## config.mk

```make
export PLATFORM = sky130hd
export DESIGN_NAME = led_sequencer
export DESIGN_NICKNAME = d
export VERILOG_FILES = /design/src/rtl/led_sequencer_pkg.sv /design/src/rtl/led_req_arbiter.sv /design/src/rtl/led_sequencer.sv
export SDC_FILE = /design/constraint.sdc
export NUM_CORES = 1
export LEC_CHECK = 0
export BUFFER_PORTS_ARGS = -buffer_cell sky130_fd_sc_hd__buf_2
export CORE_MARGIN = 4
export CORE_UTILIZATION = 30
export CTS_CLUSTER_DIAMETER = 200
export CTS_CLUSTER_SIZE = 10
export DETAILED_ROUTE_END_ITERATION = 8
export PLACE_DENSITY_LB_ADDON = 0.25
export SETUP_SLACK_MARGIN = 0.1
export SLEW_MARGIN = 10
export SYNTH_ARGS = -nofsm -noshare
export SYNTH_HDL_FRONTEND = slang
export SYNTH_SLANG_ARGS = --single-unit
```

## constraint.sdc

```tcl
create_clock -name clock -period 2.41 [get_ports clock]
set_input_delay 0.1205 -clock clock [delete_from_list [all_inputs] [get_ports clock]]
set_output_delay 0.1205 -clock clock [all_outputs]
set_load 0.02 [all_outputs]
```

## src/rtl/led_sequencer_pkg.sv

```systemverilog
// led_sequencer_pkg: shared LED width and scheduler state encoding for the LED blocks
package led_sequencer_pkg;
  localparam int LED_W = 6;
  typedef enum logic [1:0] {IDLE = 2'd0, HOLD = 2'd1, GAP = 2'd2, MTNE = 2'd3} state_t;
endpackage

```

## src/rtl/led_req_arbiter.sv

```systemverilog
// led_req_arbiter: combinational requester pick; LED_SEQ_ROUND_ROBIN_EN selects round-robin
// from rr_ptr, otherwise fixed priority with the lowest index winning.
module led_req_arbiter #(
  parameter int N_REQ = 4,
  parameter int IW = $clog2(N_REQ)
) (
  input  logic [N_REQ-1:0] req,
`ifdef LED_SEQ_ROUND_ROBIN_EN
  input  logic [IW-1:0]    rr_ptr,
`endif
  output logic [IW-1:0]    winner,
  output logic             any_req
);
  assign any_req = |req;
`ifdef LED_SEQ_ROUND_ROBIN_EN
  int idx;
  // Scan backwards so the candidate closest to rr_ptr is written last and wins.
  always_comb begin
    winner = '0;
    idx = 0;
    for (int k = N_REQ - 1; k >= 0; k--) begin
      idx = (int'(rr_ptr) + k) % N_REQ;
      if (req[idx]) winner = IW'(idx);
    end
  end
`else
  always_comb begin
    winner = '0;
    for (int i = N_REQ - 1; i >= 0; i--)
      if (req[i]) winner = IW'(i);
  end
`endif
endmodule

```

## src/rtl/led_sequencer.sv

```systemverilog
// led_sequencer: grants one requester's LED pattern at a time, holds it, then blanks for a gap.
// LED_SEQ_ROUND_ROBIN_EN enables round-robin arbitration (default: fixed priority).
module led_sequencer import led_sequencer_pkg::*; #(
  parameter int N_REQ = 4,
  parameter int TICK_DIV = 5000000,
  parameter int HOLD_TICKS = 10,
  parameter int GAP_TICKS = 1,
  parameter logic [LED_W-1:0] IDLE_PATTERN = 6'b000100
) (
  input  logic                       clock,
  input  logic                       reset,
  input  logic [N_REQ-1:0]           req,
  input  logic [LED_W*N_REQ-1:0]     req_pattern,
  input  logic                       mtne_req,
  output logic [N_REQ-1:0]           ack,
  output logic [$clog2(N_REQ)-1:0]   grant_id,
  output logic                       busy,
  output logic [LED_W-1:0]           led_enable,
  output logic                       mtne_mode
);
  localparam int IW = $clog2(N_REQ);
  localparam int TW = $clog2(TICK_DIV);
  localparam int HW = HOLD_TICKS > 1 ? $clog2(HOLD_TICKS) : 1;
  localparam int GW = GAP_TICKS > 1 ? $clog2(GAP_TICKS) : 1;
  state_t state, state_d;
  logic [TW-1:0] tick_cnt, tick_d;
  logic [HW-1:0] hold_cnt, hold_d;
  logic [GW-1:0] gap_cnt, gap_d;
  logic [N_REQ-1:0] ack_d;
  logic [IW-1:0] grant_d, winner;
  logic [LED_W-1:0] led_d, win_pat;
  logic busy_d, mtne_d, any_req, start, tick, hold_end, gap_end;
`ifdef LED_SEQ_ROUND_ROBIN_EN
  logic [IW-1:0] rr_ptr;
  led_req_arbiter #(.N_REQ(N_REQ), .IW(IW)) u_arb (.req, .rr_ptr, .winner, .any_req);
  always_ff @(posedge clock or negedge reset)
    if (!reset) rr_ptr <= '0;
    else if (start) rr_ptr <= int'(winner) == N_REQ - 1 ? '0 : winner + 1'b1;
`else
  led_req_arbiter #(.N_REQ(N_REQ), .IW(IW)) u_arb (.req, .winner, .any_req);
`endif
  assign win_pat = req_pattern[int'(winner)*LED_W +: LED_W];
  assign tick = tick_cnt == TW'(TICK_DIV - 1);
  assign hold_end = tick && hold_cnt == HW'(HOLD_TICKS - 1);
  assign gap_end = tick && gap_cnt == GW'(GAP_TICKS - 1);
  always_comb begin
    state_d = state;
    tick_d = (state == HOLD || state == GAP) && !tick ? tick_cnt + 1'b1 : '0;
    hold_d = state == HOLD && tick && !hold_end ? hold_cnt + 1'b1 : hold_cnt;
    gap_d = state == GAP && tick && !gap_end ? gap_cnt + 1'b1 : gap_cnt;
    ack_d = '0;
    grant_d = grant_id;
    led_d = led_enable;
    mtne_d = 1'b0;
    start = 1'b0;
    if (mtne_req) begin
      state_d = MTNE;
      led_d = '0;
      mtne_d = 1'b1;
    end else case (state)
      IDLE: start = any_req;
      HOLD: if (!req[grant_id] || hold_end) begin
        state_d = GAP;
        led_d = '0;
        tick_d = '0;
        gap_d = '0;
        ack_d[grant_id] = req[grant_id];
      end
      GAP: if (gap_end) begin
        state_d = IDLE;
        led_d = IDLE_PATTERN;
        start = any_req;
      end
      default: begin
        state_d = IDLE;
        led_d = IDLE_PATTERN;
      end
    endcase
    if (start) begin
      state_d = HOLD;
      grant_d = winner;
      led_d = win_pat;
      tick_d = '0;
      hold_d = '0;
    end
    busy_d = state_d == HOLD || state_d == GAP;
  end
  always_ff @(posedge clock or negedge reset)
    if (!reset) begin
      state <= IDLE;
      tick_cnt <= '0;
      hold_cnt <= '0;
      gap_cnt <= '0;
      ack <= '0;
      grant_id <= '0;
      busy <= 1'b0;
      led_enable <= IDLE_PATTERN;
      mtne_mode <= 1'b0;
    end else begin
      state <= state_d;
      tick_cnt <= tick_d;
      hold_cnt <= hold_d;
      gap_cnt <= gap_d;
      ack <= ack_d;
      grant_id <= grant_d;
      busy <= busy_d;
      led_enable <= led_d;
      mtne_mode <= mtne_d;
    end
endmodule
```

# == Word-level counts from Yosys, hierarchy flattened ==
# Cells that the tools add are included.
# word_totals
ff_bits,44
input_bits,31
out_inout_bits,14
elab_cells,82
# op_classes
add_sub_neg,3
mul,1
order_cmp,2
n_eq_ne,9
n_shift,1
n_mux,36
bitwise,2
reduce_logical,19
# op_table
cell,count
$mux 23,5
$mux 6,4
$shiftx 24x6->6,1
$add 23x1->23 const B,1
$eq 23x23->1 const B,1
$mux 4,5
$pmux 6 s3,1
$mux 2,8
$mux 1,9
$logic_and 1x1->1,8
$pmux 2 s3,1
$add 4x1->4 const B,1
$and 4x4->4,1
$eq 2x1->1 const B,2
$eq 2x2->1 const B,2
$eq 4x4->1 const B,1
$logic_not 1->1,4
$mul 2x2->4 const B,1
$ne 4x3->1 const B,1
$ne 4x4->1 const B,1
$reduce_or 4->1,1
$logic_or 1x1->1,3
$lt 2x3->1 const B,1
$ne 3x3->1 const B,1
9 further kinds,9

# == Depth between registers and ports, before layout ==
# logic_depth
word_depth,10
depth_mapped,9
mapped_depth_nobuf,8

# == By module ==
# From an unflattened synthesis, not the netlist that was laid out.
# hier_totals
cells_unflattened,232
hier_area_um2,2429.8
# by_module_without_submodules
module,instances,cells_per_inst,area_each_um2,seq_area_each_um2
led_sequencer,1,225,2394.8,1102.3
led_req_arbiter,1,7,35.0,0.0

# == Worst setup path before layout ==
# Ideal clock, no wire load.
# synth_timing
kind,register to register
start,register grant_id[0]
end,register busy
setup_ps,79
arrival_time_ps,1991
path_slack_ps,340
path_stages_with_launch,6
n_path_buf,0
path_cell_list,dfrtp_1 -> mux4_2 -> o31a_1 -> o21a_1 -> or4_1 -> mux2i_1
# synth_between
elab_chain_cells,10
word_cells_on_any_way,11
# synth_lines
element,line,text
"start, declared",led_sequencer.sv:16,"output logic [$clog2(N_REQ)-1:0] grant_id,"
"start signal, assigned",led_sequencer.sv:105,grant_id <= grant_d;
$bmux 1 s2 *,led_sequencer.sv:62,HOLD: if (!req[grant_id] || hold_end) begin
$mux 1 (implied by the code) *,led_sequencer.sv:62,
$logic_not 1->1 *,led_sequencer.sv:62,
$logic_or 1x1->1 *,led_sequencer.sv:62,
$mux 2 *,led_sequencer.sv:62,
$pmux 2 s3 *,led_sequencer.sv:60,end else case (state)
$mux 2 *,led_sequencer.sv:56,if (mtne_req) begin
$mux 2 *,led_sequencer.sv:79,if (start) begin
$eq 2x1->1 / $eq 2x2->1 (equally long branches),led_sequencer.sv:86,busy_d = state_d == HOLD || state_d == GAP;
$logic_or 1x1->1 *,led_sequencer.sv:86,
via busy_d,led_sequencer.sv:32,"logic busy_d, mtne_d, any_req, start, tick, hold_end, gap_end;"
"end signal, assigned",led_sequencer.sv:106,busy <= busy_d;
"end, declared",led_sequencer.sv:17,"output logic busy,"
# The timed path passes the listed nets; every way through them passes the cells marked *. The select of a mux whose other input is x is not followed.
# A chain may end at the register's enable or synchronous reset.

# == Worst setup path in the final report ==
# layout_timing
start,register tick_cnt[0]
end,register busy
# layout_between
elab_chain_cells,9
word_cells_on_any_way,15
# layout_lines
element,line,text
"start, declared",led_sequencer.sv:26,"logic [TW-1:0] tick_cnt, tick_d;"
"start signal, assigned",led_sequencer.sv:101,tick_cnt <= tick_d;
$eq 23x23->1 *,led_sequencer.sv:43,assign tick = tick_cnt == TW'(TICK_DIV - 1);
$logic_and 1x1->1,led_sequencer.sv:44,assign hold_end = tick && hold_cnt == HW'(HOLD_TICKS - 1);
$logic_or 1x1->1,led_sequencer.sv:62,
$mux 2,led_sequencer.sv:62,
$pmux 2 s3,led_sequencer.sv:60,
$mux 2,led_sequencer.sv:56,
$mux 2 *,led_sequencer.sv:79,
$eq 2x1->1 / $eq 2x2->1 (equally long branches),led_sequencer.sv:86,
$logic_or 1x1->1 *,led_sequencer.sv:86,
via busy_d,led_sequencer.sv:32,
# The timed path passes the listed nets; every way through them passes the cells marked *.

==> results_dict.tcl <==
set metrics [dict create \
    p_leak_nw 1.333 \
    grt_pass1_vias 1930 \
    reg2reg_from "tick_cnt[0]" \
    p_comb_share_pct 23.4 \
    dieArea_mm2 0.009367 \
    cp_cell_sequence "ha_4, and2_2, nand4_4, o31a_1, o21a_1, or4_1, mux2i_1" \
    cts_buffer_depth 2 \
    yosysWarnings 0 \
    peakVddDrop_mv 0.3437 \
    avgViaCountPerCell 4.836 \
    fin_cells 384 \
    hold_depth 1 \
    min_to "mtne_mode" \
    p_per_area_mw_per_mm2 607.4 \
    synth_seq_cells 44 \
    min-delay-start "mtne_req" \
    grt_usage_pct 11.20 \
    p_switching_mw 0.5427 \
    vias 1857 \
    clk_pin_slew_ns 0.08 \
    worst-path-max-fanout 7 \
    grt_pass1_wl_mm 8.873 \
    seq_area_frac_synth_pct 46.61 \
    synthCells 225 \
    placement_rows 32 \
    first_pass_iters 4 \
    rsz0062_at_grt "false" \
    grt-ovfl-total 0 \
    fin_util_pct 37.37 \
    synth-edff-count 0 \
    maxCapViolCount 0 \
    end_kind "register" \
    r2r_end "busy" \
    antenna_left 0 \
    synth-async-reset-ratio_pct 100.0 \
    root_buffer "clkbuf_8" \
    clk_latency_ns 0.30 \
    setup_violations 0 \
    area_growth_pct 21.48 \
    fmax_ghz 0.4652 \
    tightestPinTransition_ns 0.5321 \
    pwr-share-clk_pct 27.7 \
    internal_power_mw 1.202 \
    core_area_mm2 0.007687 \
    drive_above_1_share_pct 28.37 \
    switching_share_pct 31.10 \
    gp_congestion 0.8454 \
    htreeDepth 2 \
    wire_per_inst_um 13.10 \
    synth_cell_type_count 46 \
    critical_path_class "register to register" \
    max_stage_delay_ns 0.46 \
    die_x_um 96.79 \
    post-route-drc-count 0 \
    final-hold-violation-count 0 \
    n_antenna_cell 0 \
    status "completed" \
    reg2reg_slack_ns 0.26 \
    synth.avg_cell_area_um2 10.51 \
    seq_power_share_pct 49.0 \
    r2r_cells 7 \
    power_mw 1.745 \
    layout.nets 319 \
    synth_area_mm2 0.002365 \
    cp-start-kind "register" \
    mostFrequentLayoutCells "buf_2 (44), dfrtp_1 (43), nor2_1 (38), nand2_1 (18), xor2_1 (15)" \
    period_share_pct 89.19 \
    grt_start_max_net_pins 24 \
    cts_tree "built" \
    clock-skew-final_ns 0.005839 \
    slew_headroom_pct 64.53 \
    dpl.hpwl_mm 3.773 \
    antenna_found_initial 0 \
    cp_data_required_time_ns 2.64 \
    final_common_cell "buf_2" \
    worstPathArrival_ns 2.38 \
    first_iter_violations 61 \
    fin_crit_ns 2.150 \
    fin_tns_setup_ns 0 \
    pre_cts_ws_ns 0.1869 \
    clock-sinks 44 \
    routed_wl_mm 5.030 \
    worst_slack_ns 0.2605 \
    slowest_stage "or4_1" \
    syn_nets 263 \
    slew_viol_final 0 \
    start_util_pct 30.76 \
    cts_inserted_buffers 5 \
    port_buffers 44 \
    die-height_um 96.79 \
    top_level_ports 45 \
    hold_path.class "primary input to register" \
    dp_cells 374 \
    synthFlopType "dfrtp_1" \
]
-- synthesized netlist by cell type, types with 2 or more instances --
| cell | instances | area, um2 |
|---|---|---|
| nor2_1 | 38 | 142.6 |
| a22o_1 | 5 | 43.79 |
| and3_1 | 2 | 12.51 |
| clkbuf_1 | 3 | 11.26 |
| nand4_1 | 6 | 37.54 |
| o21a_1 | 2 | 15.01 |
| xor2_1 | 15 | 131.4 |
| mux4_2 | 7 | 157.7 |
| mux2_2 | 2 | 22.52 |
| o21ai_0 | 4 | 20.02 |
| and4b_1 | 2 | 20.02 |
| a21oi_1 | 7 | 35.03 |
| nor3_1 | 6 | 30.03 |
| ha_1 | 7 | 87.58 |
| nor4_1 | 2 | 12.51 |
| and4_1 | 3 | 26.28 |
| dfrtp_1 | 43 | 1076 |
| nand2_1 | 18 | 67.56 |
| or2_2 | 2 | 12.51 |
| a211oi_1 | 2 | 15.01 |
| nand3_1 | 5 | 25.02 |
| and2_1 | 2 | 12.51 |
| nor4bb_1 | 2 | 20.02 |
| xnor2_1 | 9 | 78.83 |
| inv_1 | 10 | 37.54 |
-- worst max-delay path by stage --
stage | start | endpoint | cells past startpoint
floorplan | grant_id[0] | busy | 5
global placement | tick_cnt[0] | busy | 7
detailed placement | tick_cnt[0] | busy | 7
CTS | tick_cnt[0] | busy | 7
global route | tick_cnt[0] | busy | 7
finish | tick_cnt[0] | busy | 7
-- layout make-up --
cell class,count,area (um2)
clock inverters,2,10.01
inverters,10,37.54
clock buffers,6,82.58
well taps,102,127.6
repair buffers,53,290.3
fillers,792,4815
multi-input cells,167,1222
flip-flops and latches,44,1102
-- power by group through the flow --
stage	clock network, mW	logic [mW]	registers [mW]
5_1_grt	0.536	0.465	0.868
2_1_floorplan	0	0.232	0.884
4_1_cts	0.503	0.400	0.849
6_report	0.483	0.408	0.855
3_3_place_gp	0	0.398	0.860
3_5_place_dp	0	0.398	0.863
-- per-stage QoR --
stage / cell area, um2 / hold WS [ns]
final: 2873 / 0.008296
after global routing: 2873 / 0.005207
after CTS: 2853 / 0.002884
after detailed placement: 2750 / 0.1399
after global placement: 2750 / 0.1354
after floorplan: 2365 / -0.1751
-- sequential cells by signal, summed over array words and instances (netlist names) --
name / cells
hold_cnt: 4
tick_cnt: 23
led_enable: 6
state: 2
mtne_mode: 1
gap_cnt: 1
grant_id: 2
ack: 4
busy: 1
-- metal layers --
layer | part of all wire, % | track usage (%)
met1 | 47 | 14.61
met2 | 47 | 19.21
met3 | 5.4 | 2.596
met4 | 0.54 | 1.944
met5 | 0 | 0
-- what timing repair did --
| item | CTS | global route |
|---|---|---|
| setup buffers | 0 | 1 |
| hold buffers | 1 | 0 |
| gates resized for setup | 0 | 2 |
| endpoints found under the hold margin | 22 | 0 |
| setup endpoints to repair | 0 | 2 |
-- critical path: cells and delay by family (launching register included) --
kind                       cells  cell delay, ns
adders and majority gates      1            0.17
muxes                          1            0.13
AOI/OAI and AO/OA              2            0.57
and+or+nand+nor                3            0.77
DFF                            1            0.44
-- logic make-up (layout without fill, tap and decap cells) --
logic type	Yosys count	count (layout)	synth area share, %
AO/OA/AOI/OAI	29	29	8.730
multiplexers	10	10	8.042
flip-flops	44	44	46.61
AND/OR/NAND/NOR	97	97	21.80
adder cells (fa/ha/maj)	7	7	3.704
buffers and inverters	14	71	2.222
XOR/XNOR	24	24	8.889
No activity file was read; power rests on OpenSTA's default activity.
